File: config.mk
export PLATFORM = sky130hd
export DESIGN_NAME = deser_load_ctrl
export DESIGN_NICKNAME = d
export VERILOG_FILES = /design/src/rtl/deser_load_pkg.sv /design/src/rtl/deser_load_ctrl.sv
export SDC_FILE = /design/constraint.sdc
export NUM_CORES = 1
export LEC_CHECK = 0
export BUFFER_PORTS_ARGS = -buffer_cell sky130_fd_sc_hd__buf_2
export CAP_MARGIN = 40
export CORE_MARGIN = 2
export CORE_UTILIZATION = 51
export DETAILED_ROUTE_END_ITERATION = 12
export PLACE_DENSITY = 0.77
export SYNTH_ARGS = -nofsm -noshare
export SYNTH_HDL_FRONTEND = slang
export SYNTH_SLANG_ARGS = --single-unit
File: constraint.sdc
create_clock -name clk -period 3 [get_ports clk]
set_clock_uncertainty 0.15 [all_clocks]
set_input_delay 0.15 -clock clk [delete_from_list [all_inputs] [get_ports clk]]
set_output_delay 0.15 -clock clk [all_outputs]
set_load 0.01 [all_outputs]
File: src/rtl/deser_load_pkg.sv
// rtl/deser_load_pkg.sv - shared op codes, error codes, FSM encodings and header fields for deser_load_ctrl
package deser_load_pkg;

  localparam logic [1:0] OP_WEIGHT  = 2'b00;
  localparam logic [1:0] OP_ACT     = 2'b01;
  localparam logic [1:0] OP_START   = 2'b10;
  localparam logic [1:0] OP_ILLEGAL = 2'b11;

  localparam logic [1:0] ERR_NONE      = 2'b00;
  localparam logic [1:0] ERR_HDR       = 2'b01;
  localparam logic [1:0] ERR_NOTLOADED = 2'b10;
  localparam logic [1:0] ERR_OVERRUN   = 2'b11;

  localparam logic [1:0] ST_IDLE       = 2'b00;
  localparam logic [1:0] ST_LOAD       = 2'b01;
  localparam logic [1:0] ST_START_WAIT = 2'b10;
  localparam logic [1:0] ST_ERROR      = 2'b11;

  // op sits in the top HDR_OP_W bits of the word, count in the low HDR_CNT_W bits
  localparam int HDR_OP_W  = 2;
  localparam int HDR_CNT_W = 16;

endpackage

File: src/rtl/deser_load_ctrl.sv
// rtl/deser_load_ctrl.sv - framed word loader for systolic weight/activation buffers with start handshake
// Optional trailer checksum: DESER_LOAD_CHECKSUM_EN
module deser_load_ctrl
  import deser_load_pkg::*;
#(
  parameter int WIDTH  = 32,
  parameter int DEPTH  = 256,
  parameter int ADDR_W = $clog2(DEPTH)
) (
  input  logic              clk,
  input  logic              rst_n,
  input  logic [WIDTH-1:0]  in_data,
  input  logic              in_valid,
  input  logic              array_busy,
  input  logic              err_clr,
  output logic              wbuf_we,
  output logic [ADDR_W-1:0] wbuf_addr,
  output logic              abuf_we,
  output logic [ADDR_W-1:0] abuf_addr,
  output logic [WIDTH-1:0]  buf_wdata,
  output logic              array_start,
  output logic              w_loaded,
  output logic              a_loaded,
  output logic              busy,
  output logic              err,
  output logic [1:0]        err_code
);

  logic [1:0]           state;
  logic                 dest_act;
  logic [ADDR_W-1:0]    cnt;
  logic [ADDR_W-1:0]    n_last;
  logic [HDR_OP_W-1:0]  hdr_op;
  logic [HDR_CNT_W-1:0] hdr_cnt;
  logic                 hdr_cnt_ok;
  logic                 payload;
  logic                 last_word;

  assign hdr_op     = in_data[WIDTH-1 -: HDR_OP_W];
  assign hdr_cnt    = in_data[HDR_CNT_W-1:0];
  assign hdr_cnt_ok = (hdr_cnt != '0) && (32'(hdr_cnt) <= DEPTH);
  assign last_word  = (cnt == n_last);
  assign busy       = (state != ST_IDLE);

`ifdef DESER_LOAD_CHECKSUM_EN
  logic [WIDTH-1:0] xor_acc;
  logic             trailer;
  assign payload = (state == ST_LOAD) && in_valid && !trailer;
`else
  assign payload = (state == ST_LOAD) && in_valid;
`endif

  always_ff @(posedge clk) begin
    if (!rst_n) begin
      state       <= ST_IDLE;
      dest_act    <= 1'b0;
      cnt         <= '0;
      n_last      <= '0;
      wbuf_we     <= 1'b0;
      wbuf_addr   <= '0;
      abuf_we     <= 1'b0;
      abuf_addr   <= '0;
      buf_wdata   <= '0;
      array_start <= 1'b0;
      w_loaded    <= 1'b0;
      a_loaded    <= 1'b0;
      err         <= 1'b0;
      err_code    <= ERR_NONE;
`ifdef DESER_LOAD_CHECKSUM_EN
      xor_acc     <= '0;
      trailer     <= 1'b0;
`endif
    end else begin
      wbuf_we     <= 1'b0;
      abuf_we     <= 1'b0;
      array_start <= 1'b0;

      if (payload) begin
        buf_wdata <= in_data;
        if (dest_act) begin
          abuf_we   <= 1'b1;
          abuf_addr <= cnt;
        end else begin
          wbuf_we   <= 1'b1;
          wbuf_addr <= cnt;
        end
      end

      case (state)
        ST_IDLE: if (in_valid) begin
          case (hdr_op)
            OP_WEIGHT, OP_ACT: begin
              if (hdr_cnt_ok) begin
                dest_act <= (hdr_op == OP_ACT);
                n_last   <= ADDR_W'(hdr_cnt - 16'd1);
                cnt      <= '0;
                if (hdr_op == OP_ACT) a_loaded <= 1'b0;
                else                  w_loaded <= 1'b0;
`ifdef DESER_LOAD_CHECKSUM_EN
                xor_acc  <= '0;
                trailer  <= 1'b0;
`endif
                state    <= ST_LOAD;
              end else begin
                err      <= 1'b1;
                err_code <= ERR_HDR;
                state    <= ST_ERROR;
              end
            end
            OP_START: begin
              if (w_loaded && a_loaded) begin
                state <= ST_START_WAIT;
              end else begin
                err      <= 1'b1;
                err_code <= ERR_NOTLOADED;
                state    <= ST_ERROR;
              end
            end
            default: begin
              err      <= 1'b1;
              err_code <= ERR_HDR;
              state    <= ST_ERROR;
            end
          endcase
        end

        ST_LOAD: if (in_valid) begin
`ifdef DESER_LOAD_CHECKSUM_EN
          // the trailer word is compared against the running XOR, never written
          if (trailer) begin
            if (in_data == xor_acc) begin
              if (dest_act) a_loaded <= 1'b1;
              else          w_loaded <= 1'b1;
              state <= ST_IDLE;
            end else begin
              err      <= 1'b1;
              err_code <= ERR_HDR;
              state    <= ST_ERROR;
            end
          end else begin
            xor_acc <= xor_acc ^ in_data;
            if (last_word) trailer <= 1'b1;
            else           cnt     <= cnt + ADDR_W'(1);
          end
`else
          if (last_word) begin
            if (dest_act) a_loaded <= 1'b1;
            else          w_loaded <= 1'b1;
            state <= ST_IDLE;
          end else begin
            cnt <= cnt + ADDR_W'(1);
          end
`endif
        end

        ST_START_WAIT: begin
          // a word arriving here means the upstream framing got ahead of the array
          if (in_valid) begin
            err      <= 1'b1;
            err_code <= ERR_OVERRUN;
            state    <= ST_ERROR;
          end else if (!array_busy) begin
            array_start <= 1'b1;
            w_loaded    <= 1'b0;
            a_loaded    <= 1'b0;
            state       <= ST_IDLE;
          end
        end

        default: if (err_clr) begin
          err      <= 1'b0;
          err_code <= ERR_NONE;
          state    <= ST_IDLE;
        end
      endcase
    end
  end

endmodule
Word level (Yosys, flattened, before mapping)
Index checks and enable logic that the tools add are counted.
Storage, ports and cells
  bits of input ports: 37
  logic and storage cells: 114
  bits in registers: 75
Operators by class
  mux-type cells: 50
  equal/unequal tests: 21
  reductions and logical operators: 22
  bitwise operators: 4
  order comparisons: 1
  $add $sub $neg: 2
Operators with widths (number)
  two-way mux 8 bit: 5
  two-way mux 1 bit: 25
  inequality test 2 bit (second input constant): 12
  two-way mux 2 bit: 11
  AND reduction 10 bit: 2
  less-or-equal comparator 16 x 9 -> 1 bit (second input constant): 1
  one-hot mux 8 bit (2 select lines): 1
  nonzero test 16 bit: 1
  one-hot mux 2 bit (3 select lines): 2
  AND reduction 6 bit: 2
  inequality test 3 bit (second input constant): 3
  one-hot mux 1 bit (3 select lines): 3
  adder 8 x 1 -> 8 bit (second input constant): 1
  == test 8 bit: 1
  one-hot mux 2 bit (2 select lines): 2
  subtractor 8 x 1 -> 8 bit (second input constant): 1
  AND reduction 2 bit: 3
  nonzero test 3 bit: 2
  AND reduction 5 bit: 1
  == test 2 x 1 -> 1 bit (second input constant): 2
  == test 2 bit (second input constant): 2
  zero test 2 bit: 2
  NOT 1 bit: 4
  AND reduction 4 bit: 1
  other kinds (7): 10

Depth between registers and ports, before layout
Gate-level depths: netlist of run 1.
  depth in word-level cells: 6
  gate-level depth with buffers: 8
  gate-level depth less buffers: 7

Worst setup path before layout of run 1
OpenSTA, ideal clock, no wires.
  path type: input to register
  from: input in_data[2]
  to: register cnt[4]
  data required time: 2.791 ns
  setup slack: 0.777 ns
  buffers on the path: 1
  library setup time: 0.059 ns
  cell stages on the path: 6
  arrival: 2.014 ns
  path through: or4_4 -> o41a_4 -> or3_1 -> buf_6 -> a2111o_1 -> nand2_1
On the way
  cells in the longest elaborated chain, start to end: 4
  elaborated cells between the ends (all ways): 5
RTL lines
  from (decl): RTL line deser_load_ctrl.sv:12  | input logic [WIDTH-1:0] in_data,
  less-or-equal comparator 16 x 9 -> 1 bit or nonzero test 16 bit (tied branches): RTL line deser_load_ctrl.sv:41  | assign hdr_cnt_ok = (hdr_cnt != '0) && (32'(hdr_cnt) <= DEPTH);
  logical AND 1 bit (*): RTL line deser_load_ctrl.sv:41
  inequality test 2 bit (no line) (*)
  AND reduction 6 bit (no line) (*)
  to (signal assigned): RTL line deser_load_ctrl.sv:151  | cnt <= cnt + ADDR_W'(1);
  to (decl): RTL line deser_load_ctrl.sv:31  | logic [ADDR_W-1:0] cnt;
Every way passes the cells marked *; elsewhere a longest branch is shown, timed or not.
A chain may end at the register's enable or synchronous reset.

Worst setup path after layout of run 1
  from: input in_data[2]
  to: register n_last[2]
On the way
  cells in the longest elaborated chain, start to end: 3
  elaborated cells between the ends (all ways): 5
RTL lines
  less-or-equal comparator 16 x 9 -> 1 bit or nonzero test 16 bit (tied branches): RTL line deser_load_ctrl.sv:41
  logical AND 1 bit: RTL line deser_load_ctrl.sv:41
  AND reduction 4 bit (no line)
  to (signal assigned): RTL line deser_load_ctrl.sv:95  | n_last <= ADDR_W'(hdr_cnt - 16'd1);
  to (decl): RTL line deser_load_ctrl.sv:32  | logic [ADDR_W-1:0] n_last;
Several ways; a longest one is shown, not always the timed one.

==> metrics, run 1 <==
gpl congestion 0.860; top post-synthesis cells by area dfxtp_1 46%, nand2_1 14%, a21oi_1 9.1%, xnor2_1 2.7%, nor2_1 2.4%; share of cells above drive strength 1 a little under a quarter; Total Routed Length ~9 mm; Max VDD drop ~360 uV; GRT Total Usage about a quarter; full die area 0.00702 mm2; Area Overhead vs Synth 34.3%; total gr overflow 0; Routed Antenna Nets 0; crit-path max FO 16; Die Height between 80 and 90 um; global-route wire length before repair 14.9 mm; clk slew on worst S/H paths about 80 ps; initial antenna violation count 0; largest net degree at the start of global routing 37; slew margin rel. 46.1%; drt initial violations ~180; gate count of the mapped netlist between 400 and 500; CP required between 3000 and 4000 ps; htree depth 3; crit end category flip-flop; Async S/R FF share, synth 0%; Seq. cell area ~0.0015 mm2; setup bufs post-CTS 0; RSZ-0062 raised after global routing false; Post-DP HPWL about 5.7 mm; CP arrival 2860 ps; Post-layout nets between 500 and 600; CP startpoint kind input port; result of the run complete, no violations; Yosys top cell by area dfxtp_1; setup_tns 0 ps; final core occ a little over two thirds; root buffer cell clkbuf_8; Synth top area share between 40% and 50%; Max clock buf depth 2; Clock Sinks 75; worst hold slack between 10 and 15 ps; Synth Register Bits 75; fillcell total 510; post_cts resized 0; count leader, synth nand2_1; mean routed wirelength per cell approximately 15 um; number of global-route vias before repair around 3200; fin area 0.00436 mm2; power density over cell area between 500 and 600 mW/mm2; Lkg Pwr around 0.0018 uW; # port buffers 93; Post-synth EDFFs 0; Max Cap Viol 0; worst setup margin ~250 ps; most frequent cells after synthesis 120 x nand2_1, 75 x dfxtp_1, 59 x a21oi_1; area of the multi-input gates between 0.0015 and 0.002 mm2; Vias about 3300; DRC 0; Syn Area/Cell approximately 8.0 um2; # rows 29; fmax 364 MHz; Seq/Total Area, Yosys between 40% and 50%; Place WS 459 ps; Slew Limit Fails 0; Skew-Pair Late Insertion Delay 360 ps; total CTS buffers 9; min Tclk post-route 2750 ps; Post-Syn Nets between 400 and 500; Core ar. ~0.0062 mm2; # setup viols final 0; Starting Density 52.0%; via density per instance 5.36; Area after DPL between 0.003 and 0.004 mm2; Synth Flop Type dfxtp_1; number of diodes 0; boundary pin count 94; number of detailed-route iterations in the first pass 4; Final Hold Viols 0; Synth Cell Area approximately 0.0032 mm2; synth unique cells 46; fin crit share roughly 90%; HP Class in2reg; Worst Tran Pin Value around 800 ps; CTS tree yes; CP Class in2reg; die width about 84 um; YS warnings 0
-- cell families after synthesis --
family	share of synthesized area, %
compound gates	18.9
xor+xnor	4.32
fa+ha+maj	1.16
buf+inv	3.86
flops	46.3
mux	0.926
simple gates	24.6
-- state kept, by name, summed over array words and instances, names as in the netlist, 2 cells and up --
signal	count
abuf_addr	8
buf_wdata	32
cnt	8
err_code	2
n_last	8
state	2
wbuf_addr	8
-- metal layers --
layer	vias to the layer above	global-route usage [%]	part of all wire, %
li1	1649	-	-
met1	1514	32.8	43
met2	95	45.2	51
met3	15	4.35	4.9
met4	0	10.7	1.8
met5	-	0	0
-- report_power, final --
part	internal [uW]	switching, uW	total [uW]	leakage [uW]
Combinational	182	266	447	0.00107
Sequential	1060	65.7	1120	0.000607
Clock	640	391	1030	0.000131
-- critical path, stage by stage --
cell,delay [ps]
dlygate4sd3_1,540
buf_2,150
or4_4,570
o41a_4,410
nor3_2,690
nor2_1,80
a211oi_1,260
-- timing repair --
action / CTS / global route
hold endpoints to repair: 36 / 0
hold buffers: 34 / 0
setup endpoints to repair: 0 / 0
-- cell usage in the layout, fill, tap and decap left out, types with 2 or more instances in the layout --
master | synthesis | routed
o31ai_1 | 6 | 6
mux2i_1 | 3 | 3
nor4_1 | 3 | 3
nor3_1 | 5 | 5
nor3b_1 | 2 | 2
o21ai_0 | 4 | 4
dlygate4sd3_1 | 0 | 34
or3_1 | 4 | 4
dfxtp_1 | 75 | 75
nand4_1 | 4 | 4
a21oi_1 | 59 | 59
clkbuf_8 | 0 | 9
or2_2 | 3 | 3
nand3_1 | 6 | 6
o211ai_1 | 6 | 6
bufinv_16 | 0 | 4
nor2_1 | 21 | 21
nand2_1 | 120 | 120
ha_1 | 3 | 3
xnor2_1 | 10 | 10
nor2b_1 | 4 | 4
a211oi_1 | 7 | 7
clkinv_4 | 0 | 2
xor2_1 | 6 | 6
or4b_2 | 2 | 2
inv_1 | 8 | 8
buf_2 | 1 | 93
a2111o_1 | 2 | 2
buf_4 | 0 | 5
and2_1 | 2 | 2
o2111ai_1 | 3 | 3
-- worst paths after layout --
| kind | from | endpoint | slack (ps) | depth (start not counted) |
|---|---|---|---|---|
| worst max register to register | state[1] | n_last[2] | 750 | 5 |
| worst min register to register | err | err | 300 | 2 |
| worst min-delay path | in_valid | err | 10 | 3 |
| worst max-delay path | in_data[2] | n_last[2] | 250 | 7 |
-- metrics by stage --
step / power (uW) / cells
finish: 2600 / 611
global route: 2700 / 611
CTS: 2600 / 611
detailed placement: 1550 / 561
global placement: 1540 / 561
floorplan: 1390 / 408
-- final cells by class --
| class | instances | area share [%] |
|---|---|---|
| inverter | 9 | 0.775 |
| multi-input combinational | 302 | 37.1 |
| sequential | 75 | 34.5 |
| timing repair buffer | 132 | 19.4 |
| clock inverter | 6 | 3.16 |
| clock buffer | 10 | 2.93 |
| tap | 77 | 2.21 |
Power figures use the tool's default switching activity.
==> run 2: changes to the inputs <==
--- a/config.mk
+++ b/config.mk
@@ -7,6 +7,7 @@
 export LEC_CHECK = 0
 export BUFFER_PORTS_ARGS = -buffer_cell sky130_fd_sc_hd__buf_2
 export CAP_MARGIN = 40
+export CORE_ASPECT_RATIO = 0.9
 export CORE_MARGIN = 2
 export CORE_UTILIZATION = 51
 export DETAILED_ROUTE_END_ITERATION = 12
==> metrics, run 2 (synthesized netlist as in run 1, its figures left out) <==
result of the run complete, no violations; Starting Density 52.8% (+0.78 points); post_cts resized 0 (unchanged); mean routed wirelength per cell 13.9 um (-5.3%); Skew-Pair Late Insertion Delay 340 ps (-20 ps); crit end category flip-flop; Place WS 537 ps (+77.6 ps); CP Class in2reg; commonest cells after routing, fill and taps aside 120 x nand2_1, 93 x buf_2, 75 x dfxtp_1; Total Routed Length 8.66 mm (-3.7%); drt initial violations 271 (+49%); via density per instance 5.32 (-0.77%); CP max stage delay 570 ps (-120 ps); final std cells w/o fill 621 (+1.6%); HP Class in2reg; Clock Sinks 75 (unchanged); Max Cap Viol 0 (unchanged); CTS tree yes; Slew Limit Fails 0 (unchanged); Lkg Pwr 0.00179 uW (-0.99%); GRT Total Usage 25.5% (-0.86 points); Placed Cells incl. Taps 571 (+1.8%); largest net degree at the start of global routing 42 (+14%); Vias 3301 (+0.86%); Worst Tran Pin Value 722 ps (-82.4 ps); htree depth 3 (unchanged); worst r2r path cells 6 (+1); # port buffers 93 (unchanged); Post-layout nets 569 (unchanged); die width 88.1 um (+5.2%); # rows 27 (-6.9%); setup_tns 0 ps (unchanged); fillcell total 511 (+0.20%); worst setup margin 308 ps (+56.4 ps); root buffer cell clkbuf_8; initial antenna violation count 0 (unchanged); Core ar. 0.00615 mm2 (-1.5%); max reg flops 32 (unchanged); # setup viols final 0 (unchanged); number of global-route vias before repair 2967 (-6.9%); Area after DPL 0.00376 mm2 (+0.33%); CP startpoint kind input port; fin crit share 89.7% (-1.9 points); worst hold slack 23.9 ps (+12.8 ps); DRC 0 (unchanged); RSZ-0062 raised after global routing false; Die Height 79.7 um (-4.9%); CP required 3140 ps (+30 ps); number of detailed-route iterations in the first pass 5 (+1); total gr overflow 0 (unchanged); slew margin rel. 51.8% (+5.7 points); clk slew on worst S/H paths 80 ps (about the same); power density over cell area 574 mW/mm2 (-3.9%); Max VDD drop 431 uV (+20%); Final Hold Viols 0 (unchanged); min Tclk post-route 2690 ps (-56.4 ps); global-route wire length before repair 13.9 mm (-7.0%); Crit-path slowest cell or4_4; gpl congestion 0.878 (+2.1%); share of cells above drive strength 1 23.0% (unchanged); fmax 371 MHz (+2.1%); crit-path max FO 9 (-7); Top reg by flops buf_wdata; boundary pin count 94 (unchanged); Area Overhead vs Synth 34.0%; Max clock buf depth 2 (unchanged); CP Cell Sequence dlygate4sd3_1 -> buf_2 -> or4_4 -> o41a_4 -> or3_1 -> a2111o_1 -> nand2_1; Post-DP HPWL 5.53 mm (-2.5%); hold path depth 3 (unchanged); fin area 0.00435 mm2 (-0.26%); full die area 0.00702 mm2 (about the same); Routed Antenna Nets 0 (unchanged); number of diodes 0 (unchanged); CP arrival 2840 ps (-20 ps); total CTS buffers 9 (unchanged); most common cell after layout, fill and taps aside nand2_1
[run 2: layout make-up]
| class | count | area [um2] | share of cell area [%] |
|---|---|---|---|
| multi-input combinational | 302 | 1620 | 37.2 |
| sequential | 75 | 1500 | 34.5 |
| timing repair buffer | 132 | 843 | 19.4 |
| clock buffer | 10 | 128 | 2.94 |
| clock inverter | 6 | 114 | 2.62 |
| tap | 87 | 109 | 2.50 |
| inverter | 9 | 33.8 | 0.777 |
[run 2: worst max-delay path, delay by kind of cell]
| family | cells | cell delay (ps) |
|---|---|---|
| compound gates | 2 | 820 |
| buf+inv | 2 | 710 |
| simple gates | 3 | 1160 |
[run 2: final timing paths]
path / from / slack, ps / end
min reg2reg: err / 300 / err
max reg2reg: state[0] / 800 / w_loaded
max: in_data[2] / 310 / cnt[4]
min: rst_n / 20 / err
[run 2: per-layer routing]
layer / GRT usage, % / vias up / share of wire (%)
met3: 7.34 / 13 / 6.6
met5: 0 / - / 0
li1: - / 1645 / -
met2: 41.1 / 126 / 48
met4: 8.18 / 0 / 1.4
met1: 32.8 / 1517 / 44
[run 2: power breakdown]
group          leakage [uW]  switching (uW)  internal [uW]
clock              0.000113             372            554
sequential         0.000607            66.8           1060
combinational       0.00107             263            181
total               0.00179             702           1790
[run 2: what timing repair did]
item | CTS | global route
buffers inserted | 0 | 0
setup endpoints to repair | 0 | 0
hold buffers | 34 | 0
hold endpoints to repair | 36 | 0
[run 2: through the flow]
step / power [uW] / utilization, %
2_1_floorplan: 1390 / -
3_3_place_gp: 1540 / 61.2
3_5_place_dp: 1550 / 61.2
4_1_cts: 2510 / 70.7
5_1_grt: 2610 / 70.7
6_report: 2500 / 70.7
==> run 3: changes to the inputs <==
--- a/config.mk
+++ b/config.mk
@@ -9,9 +9,9 @@
 export CAP_MARGIN = 40
 export CORE_ASPECT_RATIO = 0.9
 export CORE_MARGIN = 2
-export CORE_UTILIZATION = 51
+export CORE_UTILIZATION = 55
 export DETAILED_ROUTE_END_ITERATION = 12
-export PLACE_DENSITY = 0.77
+export PLACE_DENSITY = 0.82
 export SYNTH_ARGS = -nofsm -noshare
 export SYNTH_HDL_FRONTEND = slang
 export SYNTH_SLANG_ARGS = --single-unit
==> constraint.sdc (replaced) <==
create_clock -name clk -period 3.2 [get_ports clk]
set_clock_uncertainty 0.15 [all_clocks]
set_input_delay 0.16 -clock clk [delete_from_list [all_inputs] [get_ports clk]]
set_output_delay 0.16 -clock clk [all_outputs]
set_load 0.01 [all_outputs]
==> metrics, run 3 (synthesized netlist as in run 1, its figures left out) <==
result of the run complete, no violations; hold path depth 3 (unchanged); most common cell after layout, fill and taps aside nand2_1; global-route wire length before repair 14.6 mm (+5.5%); Worst Tran Pin Value 746 ps (+24.6 ps); commonest cells after routing, fill and taps aside 120 x nand2_1, 93 x buf_2, 75 x dfxtp_1; setup_tns 0 ps (unchanged); CP required 3290 ps (+150 ps); DRC 0 (unchanged); post_cts resized 0 (unchanged); gpl congestion 0.875 (-0.38%); Placed Cells incl. Taps 553 (-3.2%); CP Class in2reg; Core ar. 0.00569 mm2 (-7.4%); max reg flops 32 (unchanged); GRT Total Usage 28.0% (+2.6 points); Max clock buf depth 2 (unchanged); RSZ-0062 raised after global routing false; full die area 0.00653 mm2 (-6.9%); fillcell total 411 (-20%); setup bufs post-CTS 0 (unchanged); worst r2r dst cnt[5]; Crit-path slowest cell o31ai_1; # port buffers 93 (unchanged); Max Cap Viol 0 (unchanged); initial antenna violation count 0 (unchanged); fin crit share 84.1%; Post-DP HPWL 5.57 mm (+0.83%); min Tclk post-route approximately 2700 ps; slew margin rel. 49.8% (-2.0 points); Area Overhead vs Synth 32.6%; Slew Limit Fails 0 (unchanged); share of cells above drive strength 1 22.9% (-0.10 points); Total Routed Length 8.98 mm (+3.7%); Worst Hold Path EP err; CTS tree yes; CP startpoint kind input port; Clock Sinks 75 (unchanged); Post-layout nets 568 (-0.18%); Top reg by flops buf_wdata; power density over cell area 534 mW/mm2 (-6.9%); CP Cell Sequence dlygate4sd3_1 -> buf_2 -> or4_4 -> o41a_4 -> o31ai_1 -> or2_2 -> mux2i_1; Vias 3334 (+1.0%); HP Start in_valid; worst r2r path cells 5 (-1); # rows 26 (-3.7%); number of detailed-route iterations in the first pass 4 (-1); area of the multi-input gates 0.00162 mm2 (unchanged); Area after DPL 0.00374 mm2 (-0.76%); total CTS buffers 9 (unchanged); fin area 0.00430 mm2 (-1.0%); via density per instance 5.54 (+4.2%); # setup viols final 0 (unchanged); Lkg Pwr 0.00179 uW (-0.12%); Max VDD drop 472 uV (+9.4%); CP arrival 2780 ps (-60 ps); boundary pin count 94 (unchanged); clk slew on worst S/H paths 70 ps (about the same); CP max stage delay 670 ps (+100 ps); root buffer cell clkbuf_8; total gr overflow 0 (unchanged); die width 85.0 um (-3.5%); worst setup margin 509 ps (+201 ps); crit-path max FO 6 (-3); mean routed wirelength per cell 14.9 um (+7.0%); Die Height 76.9 um (-3.5%); largest net degree at the start of global routing 44 (+4.8%); number of global-route vias before repair 3083 (+3.9%); final std cells w/o fill 602 (-3.1%); Place WS 717 ps (+181 ps); htree depth 3 (unchanged); CP bufs+invs 2 (unchanged); final core occ 75.6% (+4.9 points); HP Class in2reg; fmax 372 MHz; Routed Antenna Nets 0 (unchanged); Final Hold Viols 0 (unchanged); Seq. cell area 0.00150 mm2 (unchanged); Starting Density 57.0% (+4.2 points); flop2flop setup slack 1000 ps (+200 ps); Skew-Pair Late Insertion Delay 350 ps (about the same); crit end category flip-flop; Reg2Reg Launch Point state[1]; CP top delay family compound AO/OA/AOI/OAI gates; number of diodes 0 (unchanged); drt initial violations 180 (-34%)
==> run 3: changes by cell type in the layout (fill, tap and decap cells not counted), sizes merged <==
cell	delta
clkinv	+1
bufinv	-1
clkinvlp	-2
buf	-1
clkbuf	+1
==> run 3: worst max path at each step <==
stage	cells after the start	start	slack [ps]	end
finish	7	in_data[3]	510	cnt[5]
global route	7	in_data[3]	420	cnt[5]
CTS	7	in_data[2]	540	cnt[6]
detailed placement	6	in_data[2]	720	cnt[6]
global placement	6	in_data[2]	760	cnt[6]
floorplan	6	in_data[2]	970	cnt[4]
==> run 3: area by class of cell <==
type / instances / area share (%)
multi-input combinational: 302 / 37.6
clock inverter: 4 / 1.72
tap: 70 / 2.04
inverter: 9 / 0.785
sequential: 75 / 34.9
timing repair buffer: 131 / 19.4
clock buffer: 11 / 3.52
==> run 3: repair_timing <==
action | 4_1_cts | 5_1_grt
setup endpoints to repair | 0 | 0
hold endpoints to repair | 36 | 0
hold buffers | 34 | 0
==> run 3: power breakdown <==
group / total, uW / internal, uW / switching, uW / leakage [uW]
clock network: 821 / 477 / 344 / 0.000115
registers: 1060 / 992 / 66.8 / 0.000607
logic: 418 / 169 / 249 / 0.00107
total: 2300 / 1640 / 660 / 0.00179
==> run 3: layer usage <==
| layer | vias to the layer above | part of all wire, % | track usage [%] |
|---|---|---|---|
| met5 | - | 0 | 0 |
| met4 | 0 | 1.8 | 7.94 |
| met3 | 18 | 7.6 | 8.29 |
| met2 | 158 | 50 | 48.4 |
| met1 | 1522 | 41 | 33.6 |
| li1 | 1636 | - | - |
==> run 3: stage by stage <==
stage / power (uW) / hold WS, ps
3_3_place_gp: 1440 / 251
5_1_grt: 2400 / 50.2
6_report: 2300 / 33.1
2_1_floorplan: 1310 / 146
3_5_place_dp: 1450 / 257
4_1_cts: 2290 / 14.2
==> run 3: worst register-to-register path: stages (launching register included) <==
cell and delay (ps):
dfxtp_1 480, nor2b_1 390, nand2_1 150, o31ai_1 640
or2_2 220, mux2i_1 60
